$ cat src/rtl/pito_pkg.sv
// Shared pito SoC definitions: APB widths and the APB arbiter state encoding.
package pito_pkg;

   localparam int APB_ADDR_WIDTH  = 32;
   localparam int APB_DATA_WIDTH  = 32;

   // Default number of ACCESS cycles the arbiter waits for pready before it
   // gives up and reports an error to the requester.
   localparam int APB_ARB_TIMEOUT = 256;

   typedef enum logic [1:0] {
      ARB_IDLE   = 2'd0,
      ARB_SETUP  = 2'd1,
      ARB_ACCESS = 2'd2
   } apb_arb_state_e;

endpackage

$ cat src/rtl/pito_rr_picker.sv
// Combinational round-robin search: first eligible bit at or above rr_ptr_i,
// wrapping modulo NUM_REQ.
module pito_rr_picker #(
   parameter int NUM_REQ = 4,
   parameter int IDX_W   = $clog2(NUM_REQ)
)(
   input  logic [NUM_REQ-1:0] eligible_i,
   input  logic [IDX_W-1:0]   rr_ptr_i,
   output logic               valid_o,
   output logic [IDX_W-1:0]   idx_o
);

   localparam logic [IDX_W:0] NUM_REQ_W = (IDX_W+1)'(NUM_REQ);

   // cand_idx[k] is the requester visited k steps after rr_ptr_i.
   logic [IDX_W-1:0]   cand_idx [NUM_REQ];
   logic [NUM_REQ-1:0] cand_hit;

   genvar gi;
   generate
      for (gi = 0; gi < NUM_REQ; gi++) begin : g_cand
         logic [IDX_W:0] sum;
         // One extra bit so ptr+offset cannot overflow before the wrap.
         assign sum           = {1'b0, rr_ptr_i} + (IDX_W+1)'(gi);
         assign cand_idx[gi]  = (sum >= NUM_REQ_W) ? IDX_W'(sum - NUM_REQ_W)
                                                   : sum[IDX_W-1:0];
         assign cand_hit[gi]  = eligible_i[cand_idx[gi]];
      end
   endgenerate

   // Priority by distance from the pointer: the smallest offset is assigned last and wins.
   always_comb begin
      valid_o = |cand_hit;
      idx_o   = '0;
      for (int i = NUM_REQ - 1; i >= 0; i--) begin
         if (cand_hit[i]) begin
            idx_o = cand_idx[i];
         end
      end
   end

endmodule

$ cat src/rtl/pito_apb_arbiter.sv
// Round-robin arbiter that shares one APB master port between NUM_REQ
// requesters using a level req / one-cycle done handshake, with a timeout
// for slaves that never raise pready.
module pito_apb_arbiter
   import pito_pkg::*;
#(
   parameter int NUM_REQ        = 4,
   parameter int ADDR_WIDTH     = APB_ADDR_WIDTH,
   parameter int DATA_WIDTH     = APB_DATA_WIDTH,
   parameter int TIMEOUT_CYCLES = APB_ARB_TIMEOUT
)(
   input  logic                          clk,
   input  logic                          rst,
   input  logic [NUM_REQ-1:0]            req_i,
   input  logic [NUM_REQ-1:0]            req_write_i,
   input  logic [NUM_REQ*ADDR_WIDTH-1:0] req_addr_i,
   input  logic [NUM_REQ*DATA_WIDTH-1:0] req_wdata_i,
   output logic [NUM_REQ-1:0]            done_o,
   output logic [DATA_WIDTH-1:0]         rdata_o,
   output logic                          err_o,
   output logic [ADDR_WIDTH-1:0]         paddr_o,
   output logic                          pwrite_o,
   output logic [DATA_WIDTH-1:0]         pwdata_o,
   output logic                          psel_o,
   output logic                          penable_o,
   input  logic [DATA_WIDTH-1:0]         prdata_i,
   input  logic                          pready_i,
   input  logic                          pslverr_i,
   output logic                          busy_o
);

   localparam int IDX_W = $clog2(NUM_REQ);
   localparam int TMO_W = $clog2(TIMEOUT_CYCLES);

   localparam logic [IDX_W-1:0] LAST_IDX = IDX_W'(NUM_REQ - 1);
   localparam logic [TMO_W-1:0] TMO_LAST = TMO_W'(TIMEOUT_CYCLES - 1);

   apb_arb_state_e          state_q,  state_d;
   logic [IDX_W-1:0]        grant_q,  grant_d;
   logic [IDX_W-1:0]        rr_ptr_q, rr_ptr_d;
   logic [ADDR_WIDTH-1:0]   paddr_q,  paddr_d;
   logic                    pwrite_q, pwrite_d;
   logic [DATA_WIDTH-1:0]   pwdata_q, pwdata_d;
   logic [NUM_REQ-1:0]      done_q,   done_d;
   logic [DATA_WIDTH-1:0]   rdata_q,  rdata_d;
   logic                    err_q,    err_d;
   logic [TMO_W-1:0]        tmo_q,    tmo_d;

   // Per-requester views of the packed payload buses.
   logic [ADDR_WIDTH-1:0]   addr_arr  [NUM_REQ];
   logic [DATA_WIDTH-1:0]   wdata_arr [NUM_REQ];

   genvar gi;
   generate
      for (gi = 0; gi < NUM_REQ; gi++) begin : g_unpack
         assign addr_arr[gi]  = req_addr_i [gi*ADDR_WIDTH +: ADDR_WIDTH];
         assign wdata_arr[gi] = req_wdata_i[gi*DATA_WIDTH +: DATA_WIDTH];
      end
   endgenerate

   // A requester whose done pulse is on the bus this cycle is still holding
   // req high; masking it stops it being re-granted for a finished transfer.
   logic [NUM_REQ-1:0] eligible;
   logic               pick_valid;
   logic [IDX_W-1:0]   pick_idx;

   assign eligible = req_i & ~done_q;

   pito_rr_picker #(
      .NUM_REQ (NUM_REQ),
      .IDX_W   (IDX_W)
   ) u_picker (
      .eligible_i (eligible),
      .rr_ptr_i   (rr_ptr_q),
      .valid_o    (pick_valid),
      .idx_o      (pick_idx)
   );

   // Next requester after the one just served, wrapping at NUM_REQ.
   logic [IDX_W-1:0] rr_after_grant;
   assign rr_after_grant = (grant_q == LAST_IDX) ? '0 : grant_q + 1'b1;

   // Next-state logic: grant in IDLE, fixed SETUP, ACCESS until pready or timeout.
   always_comb begin
      state_d  = state_q;
      grant_d  = grant_q;
      rr_ptr_d = rr_ptr_q;
      paddr_d  = paddr_q;
      pwrite_d = pwrite_q;
      pwdata_d = pwdata_q;
      tmo_d    = tmo_q;
      // Completion status is a single-cycle pulse, so it defaults to zero.
      done_d   = '0;
      rdata_d  = '0;
      err_d    = 1'b0;

      unique case (state_q)
         ARB_IDLE: begin
            tmo_d = '0;
            if (pick_valid) begin
               grant_d  = pick_idx;
               paddr_d  = addr_arr[pick_idx];
               pwrite_d = req_write_i[pick_idx];
               pwdata_d = wdata_arr[pick_idx];
               state_d  = ARB_SETUP;
            end
         end

         ARB_SETUP: begin
            tmo_d   = '0;
            state_d = ARB_ACCESS;
         end

         ARB_ACCESS: begin
            if (pready_i) begin
               done_d[grant_q] = 1'b1;
               rdata_d         = pwrite_q ? '0 : prdata_i;
               err_d           = pslverr_i;
               rr_ptr_d        = rr_after_grant;
               tmo_d           = '0;
               state_d         = ARB_IDLE;
            end else if (tmo_q == TMO_LAST) begin
               // The slave has had TIMEOUT_CYCLES ACCESS cycles; release the bus.
               done_d[grant_q] = 1'b1;
               err_d           = 1'b1;
               rr_ptr_d        = rr_after_grant;
               tmo_d           = '0;
               state_d         = ARB_IDLE;
            end else begin
               tmo_d = tmo_q + 1'b1;
            end
         end

         default: begin
            state_d = ARB_IDLE;
         end
      endcase
   end

   // State and datapath registers; reset drops the bus and discards any transfer.
   always_ff @(posedge clk) begin
      if (rst) begin
         state_q  <= ARB_IDLE;
         grant_q  <= '0;
         rr_ptr_q <= '0;
         paddr_q  <= '0;
         pwrite_q <= 1'b0;
         pwdata_q <= '0;
         done_q   <= '0;
         rdata_q  <= '0;
         err_q    <= 1'b0;
         tmo_q    <= '0;
      end else begin
         state_q  <= state_d;
         grant_q  <= grant_d;
         rr_ptr_q <= rr_ptr_d;
         paddr_q  <= paddr_d;
         pwrite_q <= pwrite_d;
         pwdata_q <= pwdata_d;
         done_q   <= done_d;
         rdata_q  <= rdata_d;
         err_q    <= err_d;
         tmo_q    <= tmo_d;
      end
   end

   assign psel_o    = (state_q != ARB_IDLE);
   assign penable_o = (state_q == ARB_ACCESS);
   assign busy_o    = (state_q != ARB_IDLE);
   assign paddr_o   = paddr_q;
   assign pwrite_o  = pwrite_q;
   assign pwdata_o  = pwdata_q;
   assign done_o    = done_q;
   assign rdata_o   = rdata_q;
   assign err_o     = err_q;

endmodule

$ cat config.mk
export PLATFORM = sky130hd
export DESIGN_NAME = pito_apb_arbiter
export DESIGN_NICKNAME = d
export VERILOG_FILES = /design/src/rtl/pito_pkg.sv /design/src/rtl/pito_rr_picker.sv /design/src/rtl/pito_apb_arbiter.sv
export SDC_FILE = /design/constraint.sdc
export NUM_CORES = 1
export LEC_CHECK = 0
export CORE_AREA = 4 4 154 156
export CTS_CLUSTER_DIAMETER = 50
export DETAILED_ROUTE_END_ITERATION = 8
export DIE_AREA = 0 0 158 160
export PLACE_DENSITY = 0.67
export SLEW_MARGIN = 20
export SYNTH_ARGS = -nofsm -noshare
export SYNTH_HDL_FRONTEND = slang
export SYNTH_SLANG_ARGS = --single-unit
$ cat constraint.sdc
create_clock -name clk -period 1.8 [get_ports clk]
set_input_delay 0.18 -clock clk [delete_from_list [all_inputs] [get_ports clk]]
set_output_delay 0.18 -clock clk [all_outputs]
set_load 0.01 [all_outputs]
# Word level (Yosys, flattened, before mapping)
# Cells that the tools add are included.
word_totals:
  ff_bits: 116
  input_bits: 300
  word_cells: 94
classes:
  addsub: 9
  order_cmp: 12
  n_eq_ne: 6
  mux: 40
  bitwise: 5
  reduce_logical: 12
ops:
  columns: ["cell", "n"]
  rows:
  - ["$bmux 32 s2", 2]
  - ["$mux 32", 4]
  - ["$mux 2", 14]
  - ["$lt 2x3->1 const B", 6]
  - ["$mux 8", 2]
  - ["$pmux 8 s2", 1]
  - ["$ge 3x3->1 const B", 4]
  - ["$bmux 1 s2", 5]
  - ["$add 8x1->8 const B", 1]
  - ["$eq 8x8->1 const B", 1]
  - ["$mux 1", 8]
  - ["$mux 4", 2]
  - ["$reduce_or 4->1", 2]
  - ["$sub 2x1->2 const B", 4]
  - ["$add 2x2->3 const B", 2]
  - ["$pmux 2 s3", 1]
  - ["$reduce_and 2->1", 3]
  - ["$reduce_bool 2->1", 3]
  - ["$and 4x4->4", 1]
  - ["$eq 2x2->1 const B", 2]
  - ["$not 4->4", 1]
  - ["$reduce_or 2->1", 2]
  - ["$add 2x1->3 const B", 1]
  - ["$ge 2x3->1 const B", 1]
  - ["other kinds (10)", 11]

# Logic depth before layout (Yosys ltp)
# Gate-level depths: netlist of the first run.
depth:
  ltp_word: 13
  ltp_mapped: 8
  depth_no_buf: 6

# Hierarchy
# From an unflattened synthesis of the first run, not the netlist that was laid out.
unflattened:
  cells_unflattened: 569
  hier_area_um2: 5676.7
modules_own_cells:
  columns: ["mod", "instances", "cells_per_inst", "area_per_inst_um2"]
  rows:
  - ["pito_apb_arbiter", 1, 556, 5599.1]
  - ["pito_rr_picker", 1, 13, 77.6]

# Worst setup path before layout of the first run
# OpenSTA, ideal clock, no wires.
synth_timing:
  path_kind: "register to register"
  from: "reg done_q[1], in the netlist done_o[1]"
  to: "reg paddr_q[31], in the netlist paddr_o[31]"
  setup_time_ns: 0.117
  t_arrival_ns: 1.736
  t_required_ns: 1.683
  setup_slack_ns: -0.053
  path_stages_with_launch: 8
  path_buffers: 2
  synth_period_minus_slack_ns: 1.853
  cell_sequence: "dfxtp_1 nand2b_1 a211oi_2 o21a_1 buf_4 buf_4 o211ai_1 a32o_1"
synth_via:
  elab_chain_len: 12
synth_rtl:
  columns: ["item", "line_no", "source"]
  rows:
  - ["start: declaration", "pito_apb_arbiter.sv:44", "logic [NUM_REQ-1:0] done_q, done_d;"]
  - ["start signal: assignment", "pito_apb_arbiter.sv:160", "done_q <= done_d;"]
  - ["$not 4->4 (*)", "pito_apb_arbiter.sv:67", "assign eligible = req_i & ~done_q;"]
  - ["$and 4x4->4 (*)", "pito_apb_arbiter.sv:67", null]
  - ["$bmux 1 s2", "pito_rr_picker.sv:27", "assign cand_hit[gi] = eligible_i[cand_idx[gi]];"]
  - ["$mux 1 (not written as such)", "pito_rr_picker.sv:27", null]
  - ["$mux 2 (4 in a row)", "pito_rr_picker.sv:36", "if (cand_hit[i]) begin"]
  - ["$not 2->3 (not written as such)", "pito_apb_arbiter.sv:102", "paddr_d = addr_arr[pick_idx];"]
  - ["$bmux 32 s2", "pito_apb_arbiter.sv:102", null]
  - ["$mux 32 (not written as such) (2 in a row)", "pito_apb_arbiter.sv:102", null]
  - ["end signal: assignment", "pito_apb_arbiter.sv:157", "paddr_q <= paddr_d;"]
  - ["end: declaration", "pito_apb_arbiter.sv:41", "logic [ADDR_WIDTH-1:0] paddr_q, paddr_d;"]
# Mark *: on every way between the ends. The rest lies on a longest branch, timed or not. The select of a mux whose other input is x is not followed.
# A chain may end at the register's enable or synchronous reset.

# Worst setup path after layout of the first run
layout_timing:
  from: "reg done_q[0], in the netlist done_o[0]"
  to: "reg paddr_q[23], in the netlist paddr_o[23]"
# Same word-level chain as after synthesis.

==> flow_metrics.tcl, run 1 <==
set metrics [dict create \
    design_area_mm2 0.0125 \
    path_buf_inv 5 \
    clk_pin_slew_ns 0.06 \
    cts_made_buffers 17 \
    num-nets-final 1482 \
    grt_max_degree 37 \
    viasPerCell 5.17 \
    grt_use_met1_pct 26.3 \
    reg2reg_slack_ns -0.12 \
    run_status "complete, but fails checks" \
    cp-end-kind "register" \
    power_mw 9.14 \
    drc 0 \
    worstRegToRegCells 10 \
    dp_slack_ns -0.574 \
    hold_violations 0 \
    gp_congestion 0.858 \
    cap_violations 0 \
    via_count 7642 \
    peakVddDrop_uv 578 \
    synth-async-reset-ratio_pct 0 \
    final-setup-viol-count 63 \
    ys_seq_elements 116 \
    hold_ws_ns 0.314 \
    dp_cells 1408 \
    grt_pass1_wl_mm 44.5 \
    worstPathMaxFanout 4 \
    clk_path_buf_depth 2 \
    startpoint_type "register" \
    track_usage_pct 22.9 \
    boundaryPins 405 \
    wl_per_cell_um 21.1 \
    cts_sinks 116 \
    synth.distinct_cells 38 \
    die_h_um 160 \
    final_cell_mix "clkdlybuf4s50_1 (403), dfxtp_1 (110), o211ai_1 (80), nand2_1 (71), o21ai_0 (55)" \
    drtIter0Drc 538 \
    netlist_area_mm2 0.00613 \
    drtAntennaViolNets 0 \
    yosysSeqAreaShare_pct 37.9 \
    skew_ns 0.00962 \
    area_growth_pct 104 \
    die_w_um 158 \
    min_period_over_period_pct 107 \
    max_freq_mhz 519 \
    synth-edff-count 0 \
    finalWirelength_mm 31.1 \
    cts-htree-levels 4 \
    cpMaxStageDelayCell "a311oi_4" \
    rsz0062_at_grt "yes" \
    grt_use_met2_pct 38.9 \
    grtUsageMet3_pct 8.27 \
    final_common_cell "clkdlybuf4s50_1" \
    synth_area_per_cell_um2 8.50 \
    rows 55 \
    antenna_found_initial 2 \
    cts_root_buf "clkbuf_16" \
    cts_tree "built" \
    syn-num-nets 1026 \
    overflow 0 \
    p_leak_nw 4.62 \
    setup_slack_ns -0.125 \
    cp.arrival_ns 2.22 \
    dr.pass1.iters 6 \
    r2r_end "paddr_o[23]$_SDFFE_PP0P_" \
    min_to "rdata_o[6]$_SDFF_PP0_" \
    dp_hpwl_mm 21.9 \
    min_from "prdata_i[6]" \
    synth_ff_type "dfxtp_1" \
    timing.rr.start "done_o[0]$_SDFF_PP0_" \
    period_needed_ns 1.92 \
    crit_type "reg2reg" \
    clock_latency_ns 0.42 \
    fp.coreArea_mm2 0.0224 \
    min_path_cells 2 \
    die_area_mm2 0.0253 \
    slew_headroom_pct 68.7 \
    tightest_slew_ns 0.467 \
    yosys_warnings 0 \
    final_max_slew_viol_count 0 \
    layout.cells.non_filler 1477 \
    gr-max-usage-layer "met2" \
    placed_area_mm2 0.0110 \
    crit_path_cell_trace "nand3b_1 > a311oi_4 > buf_6 > nor2_4 > buf_12 > buf_16 > buf_12 > buf_12 > mux2i_1 > o211ai_1" \
    hp-class "in2reg" \
    failed_checks "negative setup slack" \
    port_buffers 404 \
    drive_gt1_share_pct 15.4 \
    start_util_pct 27.4 \
    cpPeakStageDelay_ns 0.35 \
    syn_inst 721 \
    required_ns 2.10 \
    grt_pass1_vias 7731 \
    path_delay_family "buffers and inverters" \
    crit_top_cell "buf_12" \
    p_per_area_mw_per_mm2 730 \
    cts-hold-fix-buffers 0 \
]
==> flip-flops by register name, summed over array words and instances, names as in the netlist <==
signal	flops
paddr_o	32
rdata_o	32
pwrite_o	1
state_q	2
pwdata_o	32
done_o	4
err_o	1
tmo_q	8
grant_q	2
rr_ptr_q	2
==> layout make-up <==
cell class,instances,area (µm²)
clock buffers,18,429
well taps,285,357
inverters,35,131
clock inverters,14,116
diodes,2,5.00
fillers,2036,9850
flip-flops and latches,116,2330
multi-input cells,502,3680
repair buffers,505,5460
==> power by group <==
part,switching [mW],internal [mW]
Combinational,1.23,1.79
Sequential,0.135,2.80
Clock,1.39,1.80
Total,2.76,6.38
==> cell families after synthesis <==
group | Yosys count | share of synthesized area [%]
mux | 53 | 8.65
flops | 116 | 37.9
buf+inv | 103 | 7.04
compound gates | 240 | 29.0
fa+ha+maj | 5 | 1.02
simple gates | 204 | 16.4
==> cell usage after synthesis, drive strengths merged, types with 14 or more instances <==
master  number  area [µm²]
a211o       51         447
a32o        14         140
and2        38         238
buf         30         158
clkbuf      38         143
dfxtp      116        2320
inv         35         131
mux2i       53         531
nand2       73         274
nand3       54         270
nor2        17        63.8
o211ai      80         601
o21ai       58         290
o221ai      14         123
==> how the worst max path moves through the flow <==
stage / from / end / slack (ns) / cells past startpoint
after floorplan: done_o[0]$_SDFF_PP0_ / paddr_o[0]$_SDFFE_PP0P_ / -0.01 / 7
after global placement: req_i[3] / paddr_o[25]$_SDFFE_PP0P_ / -0.54 / 7
after detailed placement: req_i[3] / paddr_o[2]$_SDFFE_PP0P_ / -0.57 / 7
after CTS: done_o[0]$_SDFF_PP0_ / paddr_o[23]$_SDFFE_PP0P_ / -0.12 / 10
after global routing: done_o[0]$_SDFF_PP0_ / paddr_o[5]$_SDFFE_PP0P_ / -0.21 / 8
final: done_o[0]$_SDFF_PP0_ / paddr_o[23]$_SDFFE_PP0P_ / -0.12 / 10
==> stage by stage <==
| step | utilization (%) | setup TNS [ns] |
|---|---|---|
| after CTS | 54.6 | -3.80 |
| after floorplan | - | -0.494 |
| final | 55.9 | -4.87 |
| after global routing | 55.9 | -10.36 |
| after global placement | 49.4 | -32.04 |
| after detailed placement | 49.4 | -33.78 |
==> metal layers <==
metal  vias to the layer above  share of wire (%)
met5                         -                  0
met4                         0                3.0
met2                       396                 49
li1                       3587                  -
met1                      3603                 38
met3                        56                 10
==> repair_timing <==
action,in CTS,in global routing
pin swaps,6,17
gates cloned,7,7
resized for setup,68,21
setup endpoints to repair,73,76
buffers inserted,19,4
(Power assumes the default switching activity.)
==> inputs of run 2 (changes only) <==
--- a/config.mk
+++ b/config.mk
@@ -9,6 +9,8 @@
 export CTS_CLUSTER_DIAMETER = 50
 export DETAILED_ROUTE_END_ITERATION = 8
 export DIE_AREA = 0 0 158 160
+export GPL_ROUTABILITY_DRIVEN = 0
+export HOLD_SLACK_MARGIN = 0.05
 export PLACE_DENSITY = 0.67
 export SLEW_MARGIN = 20
 export SYNTH_ARGS = -nofsm -noshare
==> results of run 2 <==
Final layout, timing and power as in run 1 (identical DEF).
==> inputs of run 3 (changes only) <==
--- a/config.mk
+++ b/config.mk
@@ -5,6 +5,8 @@
 export SDC_FILE = /design/constraint.sdc
 export NUM_CORES = 1
 export LEC_CHECK = 0
+export ABC_CLOCK_PERIOD_IN_PS = 1800
+export CAP_MARGIN = 20
 export CORE_AREA = 4 4 154 156
 export CTS_CLUSTER_DIAMETER = 50
 export DETAILED_ROUTE_END_ITERATION = 8
==> results of run 3 <==
Final layout, timing and power as in run 1 (identical DEF).
